**src/rtl/riego_multicanal_if.sv**
```systemverilog
// Signal bundle between the humidity decoder / control side and the multichannel irrigation scheduler.
// hum_valid is a one-cycle strobe with no ready: the scheduler accepts every sample in the cycle it is valid.
interface riego_multicanal_if #(
  parameter int N_CH  = 4,
  parameter int HUM_W = 12
);
  localparam int CW = $clog2(N_CH);

  logic                   en;
  logic                   hum_valid;
  logic [CW-1:0]          hum_ch;
  logic [HUM_W-1:0]       humedad;
  logic [N_CH*HUM_W-1:0]  umbrales;
  logic [N_CH-1:0]        mod_presente;
  logic [N_CH-1:0]        alarma_clr;
  logic [N_CH-1:0]        bomba;
  logic                   regar_any;
  logic [N_CH-1:0]        alarma;
  logic [CW-1:0]          ch_activo;
  logic [1:0]             dbg_state;
  logic [N_CH-1:0]        dbg_need;

  modport master (
    output en, hum_valid, hum_ch, humedad, umbrales, mod_presente, alarma_clr,
    input  bomba, regar_any, alarma, ch_activo, dbg_state, dbg_need
  );

  modport slave (
    input  en, hum_valid, hum_ch, humedad, umbrales, mod_presente, alarma_clr,
    output bomba, regar_any, alarma, ch_activo, dbg_state, dbg_need
  );
endinterface

```
**src/rtl/riego_multicanal.sv**
```systemverilog
// N-channel irrigation scheduler: per-channel need flags with hysteresis, round-robin single pump grant,
// watering timeout with sticky alarm and a fixed pause after every grant.
module riego_multicanal #(
  parameter int N_CH        = 4,
  parameter int HUM_W       = 12,
  parameter int HIST        = 64,
  parameter int TICK_DIV    = 50000000,
  parameter int MAX_RIEGO_S = 30,
  parameter int MIN_PAUSA_S = 10
) (
  input  logic             clk,
  input  logic             rst_n,
  riego_multicanal_if.slave bus
);
  localparam int CW   = $clog2(N_CH);
  localparam int PW   = (TICK_DIV > 1) ? $clog2(TICK_DIV) : 1;
  localparam int SMAX = (MAX_RIEGO_S > MIN_PAUSA_S) ? MAX_RIEGO_S : MIN_PAUSA_S;
  localparam int SW   = $clog2(SMAX + 1);
  localparam int HW1  = HUM_W + 1;

  typedef enum logic [1:0] {
    S_IDLE    = 2'd0,
    S_SELECT  = 2'd1,
    S_REGANDO = 2'd2,
    S_PAUSA   = 2'd3
  } state_t;

  state_t          state_q, state_d;
  logic [CW-1:0]   ch_activo_q, ch_activo_d;
  logic [N_CH-1:0] need_q, need_d;
  logic [N_CH-1:0] alarma_q, alarma_d;
  logic [N_CH-1:0] bomba_q, bomba_d;
  logic            regar_any_q, regar_any_d;
  logic [PW-1:0]   presc_q, presc_d;
  logic [SW-1:0]   seg_q, seg_d;

  logic [N_CH-1:0] elig;
  logic [N_CH-1:0] alarm_set;
  logic [CW-1:0]   pick;
  logic            found;
  logic            hum_ok;
  logic            tick_s;
  logic            timeout;
  logic            pause_done;
  logic [HUM_W-1:0] clr_thr [N_CH];

  // Clear level is threshold + HIST, saturated to the largest representable sample.
  for (genvar g = 0; g < N_CH; g++) begin : g_thr
    logic [HW1-1:0] sum;
    assign sum        = {1'b0, bus.umbrales[g*HUM_W +: HUM_W]} + HW1'(HIST);
    assign clr_thr[g] = sum[HUM_W] ? {HUM_W{1'b1}} : sum[HUM_W-1:0];
  end

  assign hum_ok = (int'(bus.hum_ch) < N_CH);

  always_comb begin
    need_d = need_q;
    if (bus.hum_valid && hum_ok) begin
      for (int i = 0; i < N_CH; i++) begin
        if (bus.hum_ch == CW'(i)) begin
          if (bus.humedad < bus.umbrales[i*HUM_W +: HUM_W]) begin
            need_d[i] = 1'b1;
          end else if (bus.humedad >= clr_thr[i]) begin
            need_d[i] = 1'b0;
          end
        end
      end
    end
  end

  assign elig = need_q & bus.mod_presente & ~alarma_q;

  // Search starts just after the last granted channel, so the last granted one is tried last.
  always_comb begin
    logic [CW-1:0] idx;
    pick  = ch_activo_q;
    found = 1'b0;
    idx   = '0;
    for (int k = N_CH; k >= 1; k--) begin
      idx = CW'((int'(ch_activo_q) + k) % N_CH);
      if (elig[idx]) begin
        pick  = idx;
        found = 1'b1;
      end
    end
  end

  assign tick_s     = (presc_q == PW'(TICK_DIV - 1));
  assign timeout    = (state_q == S_REGANDO) && tick_s && (seg_q == SW'(MAX_RIEGO_S - 1));
  assign pause_done = (state_q == S_PAUSA) && tick_s && (seg_q == SW'(MIN_PAUSA_S - 1));

  always_ff @(posedge clk or negedge rst_n) begin
    if (!rst_n) begin
      state_q     <= S_IDLE;
      ch_activo_q <= CW'(N_CH - 1);
      need_q      <= '0;
      alarma_q    <= '0;
      bomba_q     <= '0;
      regar_any_q <= 1'b0;
      presc_q     <= '0;
      seg_q       <= '0;
    end else begin
      state_q     <= state_d;
      ch_activo_q <= ch_activo_d;
      need_q      <= need_d;
      alarma_q    <= alarma_d;
      bomba_q     <= bomba_d;
      regar_any_q <= regar_any_d;
      presc_q     <= presc_d;
      seg_q       <= seg_d;
    end
  end

  always_comb begin
    state_d     = state_q;
    ch_activo_d = ch_activo_q;
    alarm_set   = '0;
    if (!bus.en) begin
      state_d = S_IDLE;
    end else begin
      case (state_q)
        S_IDLE: begin
          if (|elig) state_d = S_SELECT;
        end
        S_SELECT: begin
          if (found) begin
            ch_activo_d = pick;
            state_d     = S_REGANDO;
          end else begin
            state_d = S_IDLE;
          end
        end
        S_REGANDO: begin
          if (!need_q[ch_activo_q] || !bus.mod_presente[ch_activo_q] || timeout) begin
            state_d = S_PAUSA;
          end
          // A need cleared before or at the timeout edge means the plant was served: no alarm.
          if (timeout && need_q[ch_activo_q] && need_d[ch_activo_q] && bus.mod_presente[ch_activo_q]) begin
            alarm_set[ch_activo_q] = 1'b1;
          end
        end
        S_PAUSA: begin
          if (pause_done) state_d = S_IDLE;
        end
        default: state_d = S_IDLE;
      endcase
    end
  end

  assign alarma_d = (alarma_q & ~bus.alarma_clr) | alarm_set;

  always_comb begin
    presc_d = presc_q;
    seg_d   = seg_q;
    if ((state_d != state_q) || !((state_q == S_REGANDO) || (state_q == S_PAUSA))) begin
      presc_d = '0;
      seg_d   = '0;
    end else if (tick_s) begin
      presc_d = '0;
      if (seg_q != SW'(SMAX)) seg_d = seg_q + SW'(1);
    end else begin
      presc_d = presc_q + PW'(1);
    end
  end

  always_comb begin
    bomba_d     = '0;
    regar_any_d = 1'b0;
    if (state_d == S_REGANDO) begin
      bomba_d     = {{(N_CH-1){1'b0}}, 1'b1} << ch_activo_d;
      regar_any_d = 1'b1;
    end
  end

  assign bus.bomba     = bomba_q;
  assign bus.regar_any = regar_any_q;
  assign bus.alarma    = alarma_q;
  assign bus.ch_activo = ch_activo_q;
  assign bus.dbg_state = state_q;
  assign bus.dbg_need  = need_q;
endmodule

```
**src/flat_wrapper.sv**
```systemverilog
// flat-port wrapper written by rule: the top's interface ports become plain ports
module riego_multicanal_flat 
#(
  parameter int N_CH        = 4,
  parameter int HUM_W       = 12,
  parameter int HIST        = 64,
  parameter int TICK_DIV    = 50000000,
  parameter int MAX_RIEGO_S = 30,
  parameter int MIN_PAUSA_S = 10
)
  (clk, rst_n, bus_en, bus_hum_valid, bus_hum_ch, bus_humedad, bus_umbrales, bus_mod_presente, bus_alarma_clr, bus_bomba, bus_regar_any, bus_alarma, bus_ch_activo, bus_dbg_state, bus_dbg_need);
  riego_multicanal_if #(.N_CH(N_CH), .HUM_W(HUM_W)) bus_i ();
  input  logic clk;
  input  logic rst_n;
  input wire logic [$bits(bus_i.en)-1:0] bus_en;
  input wire logic [$bits(bus_i.hum_valid)-1:0] bus_hum_valid;
  input wire logic [$bits(bus_i.hum_ch)-1:0] bus_hum_ch;
  input wire logic [$bits(bus_i.humedad)-1:0] bus_humedad;
  input wire logic [$bits(bus_i.umbrales)-1:0] bus_umbrales;
  input wire logic [$bits(bus_i.mod_presente)-1:0] bus_mod_presente;
  input wire logic [$bits(bus_i.alarma_clr)-1:0] bus_alarma_clr;
  output wire logic [$bits(bus_i.bomba)-1:0] bus_bomba;
  output wire logic [$bits(bus_i.regar_any)-1:0] bus_regar_any;
  output wire logic [$bits(bus_i.alarma)-1:0] bus_alarma;
  output wire logic [$bits(bus_i.ch_activo)-1:0] bus_ch_activo;
  output wire logic [$bits(bus_i.dbg_state)-1:0] bus_dbg_state;
  output wire logic [$bits(bus_i.dbg_need)-1:0] bus_dbg_need;
  assign bus_i.en = bus_en;
  assign bus_i.hum_valid = bus_hum_valid;
  assign bus_i.hum_ch = bus_hum_ch;
  assign bus_i.humedad = bus_humedad;
  assign bus_i.umbrales = bus_umbrales;
  assign bus_i.mod_presente = bus_mod_presente;
  assign bus_i.alarma_clr = bus_alarma_clr;
  assign bus_bomba = bus_i.bomba;
  assign bus_regar_any = bus_i.regar_any;
  assign bus_alarma = bus_i.alarma;
  assign bus_ch_activo = bus_i.ch_activo;
  assign bus_dbg_state = bus_i.dbg_state;
  assign bus_dbg_need = bus_i.dbg_need;
  riego_multicanal #(.N_CH(N_CH), .HUM_W(HUM_W), .HIST(HIST), .TICK_DIV(TICK_DIV), .MAX_RIEGO_S(MAX_RIEGO_S), .MIN_PAUSA_S(MIN_PAUSA_S)) u_core (.clk(clk), .rst_n(rst_n), .bus(bus_i));
endmodule
```
**config.mk**
```make
export PLATFORM = sky130hd
export DESIGN_NAME = riego_multicanal_flat
export DESIGN_NICKNAME = d
export VERILOG_FILES = /design/src/rtl/riego_multicanal_if.sv /design/src/rtl/riego_multicanal.sv /design/src/flat_wrapper.sv
export SDC_FILE = /design/constraint.sdc
export NUM_CORES = 1
export LEC_CHECK = 0
export CORE_MARGIN = 2
export CORE_UTILIZATION = 55
export CTS_CLUSTER_DIAMETER = 80
export DETAILED_ROUTE_END_ITERATION = 6
export PLACE_DENSITY = 0.83
export SYNTH_ARGS = -nofsm -noshare
export SYNTH_HDL_FRONTEND = slang
export SYNTH_SLANG_ARGS = --single-unit
```
**constraint.sdc**
```tcl
create_clock -name clk -period 3.3 [get_ports clk]
set_clock_uncertainty 0.1 [all_clocks]
set_input_delay 0.99 -clock clk [delete_from_list [all_inputs] [get_ports clk]]
set_output_delay 0.99 -clock clk [all_outputs]
set_load 0.05 [all_outputs]
```
==> flow_metrics.py <==
metrics = {
    "outcome": {
        "status": "finished, violations left",
        "violations": "setup timing",
    },
    "placement": {
        "portBuffers": 90,
        "dpl.hpwl_um": 12100,
        "place_ws_ns": -0.848,
        "place_congestion": 0.950,
        "placed_cells": 918,
        "dpl_cell_area_mm2": 0.00683,
    },
    "worst_setup_path": {
        "required_ns": 3.37,
        "reg2reg_slack_ns": 0.72,
        "worstPathMaxFanout": 5,
        "regToRegEndpoint": "u_core.bus.bomba[1]$_DFF_PN0_",
        "worstSetupEndpointType": "register",
        "reg2regPathDepth": 7,
        "worstSetupPathType": "in -> reg",
        "start_kind": "primary input",
        "worst-endpoint-arrival_ns": 3.50,
        "r2r-start": "u_core.bus.ch_activo[0]$_DFF_PN1_",
    },
    "floorplanning": {
        "start_util_pct": 56.3,
        "core_mm2": 0.00915,
        "rows": 35,
        "dieArea_mm2": 0.0102,
        "chipWidth_um": 101,
        "io_pins": 91,
        "die_y_um": 101,
    },
    "yosys": {
        "syn-cell-area_mm2": 0.00515,
        "synth_nets": 815,
        "synth.area.top_cells": "ha_1, dfrtp_1, nor2_1",
        "syn_inst": 637,
        "syn_area_per_cell_um2": 8.08,
        "yosysWarnings": 0,
        "synth_top_cell_by_area": "ha_1",
        "synth.top_cell.area_share_pct": 25.3,
        "async_flop_share_pct": 100,
        "synth_seq_cells": 48,
        "synth_edf_count": 0,
        "post_synth_num_cell_types": 59,
        "synth-seq-area-share_pct": 23.4,
        "synthFlopType": "dfrtp_1",
    },
    "drt": {
        "drc": 0,
        "avgRoutedWirePerCell_um": 16.7,
        "drtIter0Drc": 343,
        "dr.pass1.iters": 5,
        "wl_um": 15700,
        "vias_per_cell": 5.97,
        "final_antenna_net_count": 0,
        "dr_total_vias": 5617,
    },
    "finish": {
        "diodes": 0,
        "final_cell_mix": "ha_1, buf_4, nor2_1, clkdlybuf4s50_1, inv_1",
        "drive_above_1_share_pct": 20.7,
        "finalNonFillerCells": 941,
        "nets": 1007,
        "post-route-util_pct": 80.1,
        "mostFrequentLayoutCell": "ha_1",
        "area_delta_synth_final_pct": 42.3,
        "final_cell_area_mm2": 0.00733,
        "fill_cells": 599,
    },
    "clock_tree": {
        "cts_buffer_depth": 2,
        "cts_tree": "done",
        "cts_sinks": 48,
        "clk_latency_ns": 0.30,
        "path_clk_slew_ns": 0.09,
        "cts.htree.levels": 2,
        "root_buffer": "clkbuf_8",
        "cts-buffers-inserted": 5,
    },
    "global_routing": {
        "grt_pass1_vias": 5720,
        "grt_use_total_pct": 30.7,
        "grt_overflow_total": 0,
        "antenna_found_initial": 0,
        "grt_max_degree": 49,
        "grt_pass1_wl_um": 25100,
    },
    "timing": {
        "fmax_mhz": 292,
        "maxSlewViolCount": 0,
        "tns_ns": -0.493,
        "hold_viol_final": 0,
        "hold_ws_ns": 0.414,
        "fin_crit_sh_pct": 104,
        "setup_ws_ns": -0.127,
        "fin_crit_ns": 3.43,
        "worst-slew-pin-transition_ns": 0.626,
        "max_slew_margin_pct": 57.9,
        "rsz0062_at_grt": "yes",
        "setup_viol": 4,
    },
    "power": {
        "p_leak_nw": 3.49,
        "peakVddDrop_mv": 0.385,
        "fin_total_pwr_mw": 2.13,
        "power.density_mw_per_mm2": 291,
    },
    "run": {
        "cap_violations": 0,
    },
    "worst_hold_path": {
        "worstHoldPathCells": 1,
        "hold_end": "u_core.presc_q[0]$_DFF_PN0_",
        "hp-class": "reg -> reg",
        "worstHoldStart": "u_core.presc_q[0]$_DFF_PN0_",
    },
}
sequential cells by signal (all words and copies together), names as in the netlist:
name                  cells
u_core.bus.bomba          4
u_core.bus.dbg_need       4
u_core.bus.dbg_state      2
u_core.presc_q           26
u_core.bus.regar_any      1
u_core.bus.alarma         4
u_core.seg_q              5
u_core.bus.ch_activo      2
power by group:
| group | internal (mW) | switching (mW) | leakage (nW) |
|---|---|---|---|
| Sequential | 0.632 | 0.0590 | 0.644 |
| Clock | 0.172 | 0.204 | 0.0516 |
| Combinational | 0.475 | 0.594 | 2.80 |
| Total | 1.28 | 0.856 | 3.49 |
routing by layer:
layer / vias up / wire [µm] / global-route usage [%]
met4: 0 / 474 / 11.8
met3: 60 / 811 / 4.09
met2: 220 / 7850 / 55.0
met1: 2686 / 6550 / 37.2
met5: - / 0 / 0
li1: 2651 / - / -
layout make-up:
class / instances / area (µm²) / area share (%)
Multi-Input combinational cell: 519 / 3970 / 54.2
Timing Repair Buffer: 190 / 1670 / 22.8
Sequential cell: 48 / 1200 / 16.4
Inverter: 65 / 244 / 3.33
Tap cell: 111 / 139 / 1.90
Clock buffer: 6 / 82.6 / 1.13
Clock inverter: 2 / 13.8 / 0.188
worst max path at each step:
stage                                          end             start
floorplan           u_core.bus.alarma[0]$_DFF_PN0_   bus_umbrales[6]
global placement    u_core.bus.alarma[0]$_DFF_PN0_   bus_umbrales[8]
detailed placement  u_core.bus.alarma[3]$_DFF_PN0_   bus_umbrales[6]
CTS                 u_core.bus.alarma[3]$_DFF_PN0_   bus_umbrales[7]
global route        u_core.bus.alarma[1]$_DFF_PN0_   bus_umbrales[7]
finish              u_core.bus.alarma[3]$_DFF_PN0_  bus_umbrales[10]
timing repair:
action / 4_1_cts / 5_1_grt
endpoints found under the setup margin: 5 / 4
hold endpoints to repair: 0 / 0
pin swaps: 28 / 23
setup buffers: 8 / 6
hold buffers: 0 / 0
gates resized for setup: 76 / 35
cloned: 1 / 0
Yosys cell counts, types with 3 or more instances:
cell	count
ha_1	104
nor2_1	97
inv_1	65
dfrtp_1	46
nand2_1	46
nand3_1	36
o21ai_0	35
a21oi_1	30
xnor2_1	20
nand4_1	16
nor3_1	13
xor2_1	13
a21o_1	9
and3_1	8
nand2b_1	8
nor2b_1	6
a211oi_1	5
and4_1	5
a2111oi_0	4
mux2i_1	4
o211ai_1	4
o22ai_1	4
o31ai_1	4
or2_2	4
or3_1	4
nor3b_1	3
nor4b_1	3
cells by family after synthesis:
logic type,synth area share [%]
buffers and inverters,5.49
flip-flops,23.4
AO/OA/AOI/OAI,14.2
multiplexers,0.996
adder cells (fa/ha/maj),25.3
AND/OR/NAND/NOR,25.1
XOR/XNOR,5.61
worst max-delay path, cell delays in order:
cell	delay, ns
clkdlybuf4s15_2	0.19
inv_2	0.06
nor3_4	0.26
buf_6	0.19
nor2_2	0.05
ha_1	0.30
nand4_1	0.14
or4_1	0.53
nand4_1	0.15
nand4_1	0.18
a32oi_2	0.34
o22ai_1	0.12
Power figures use the tool's default switching activity.
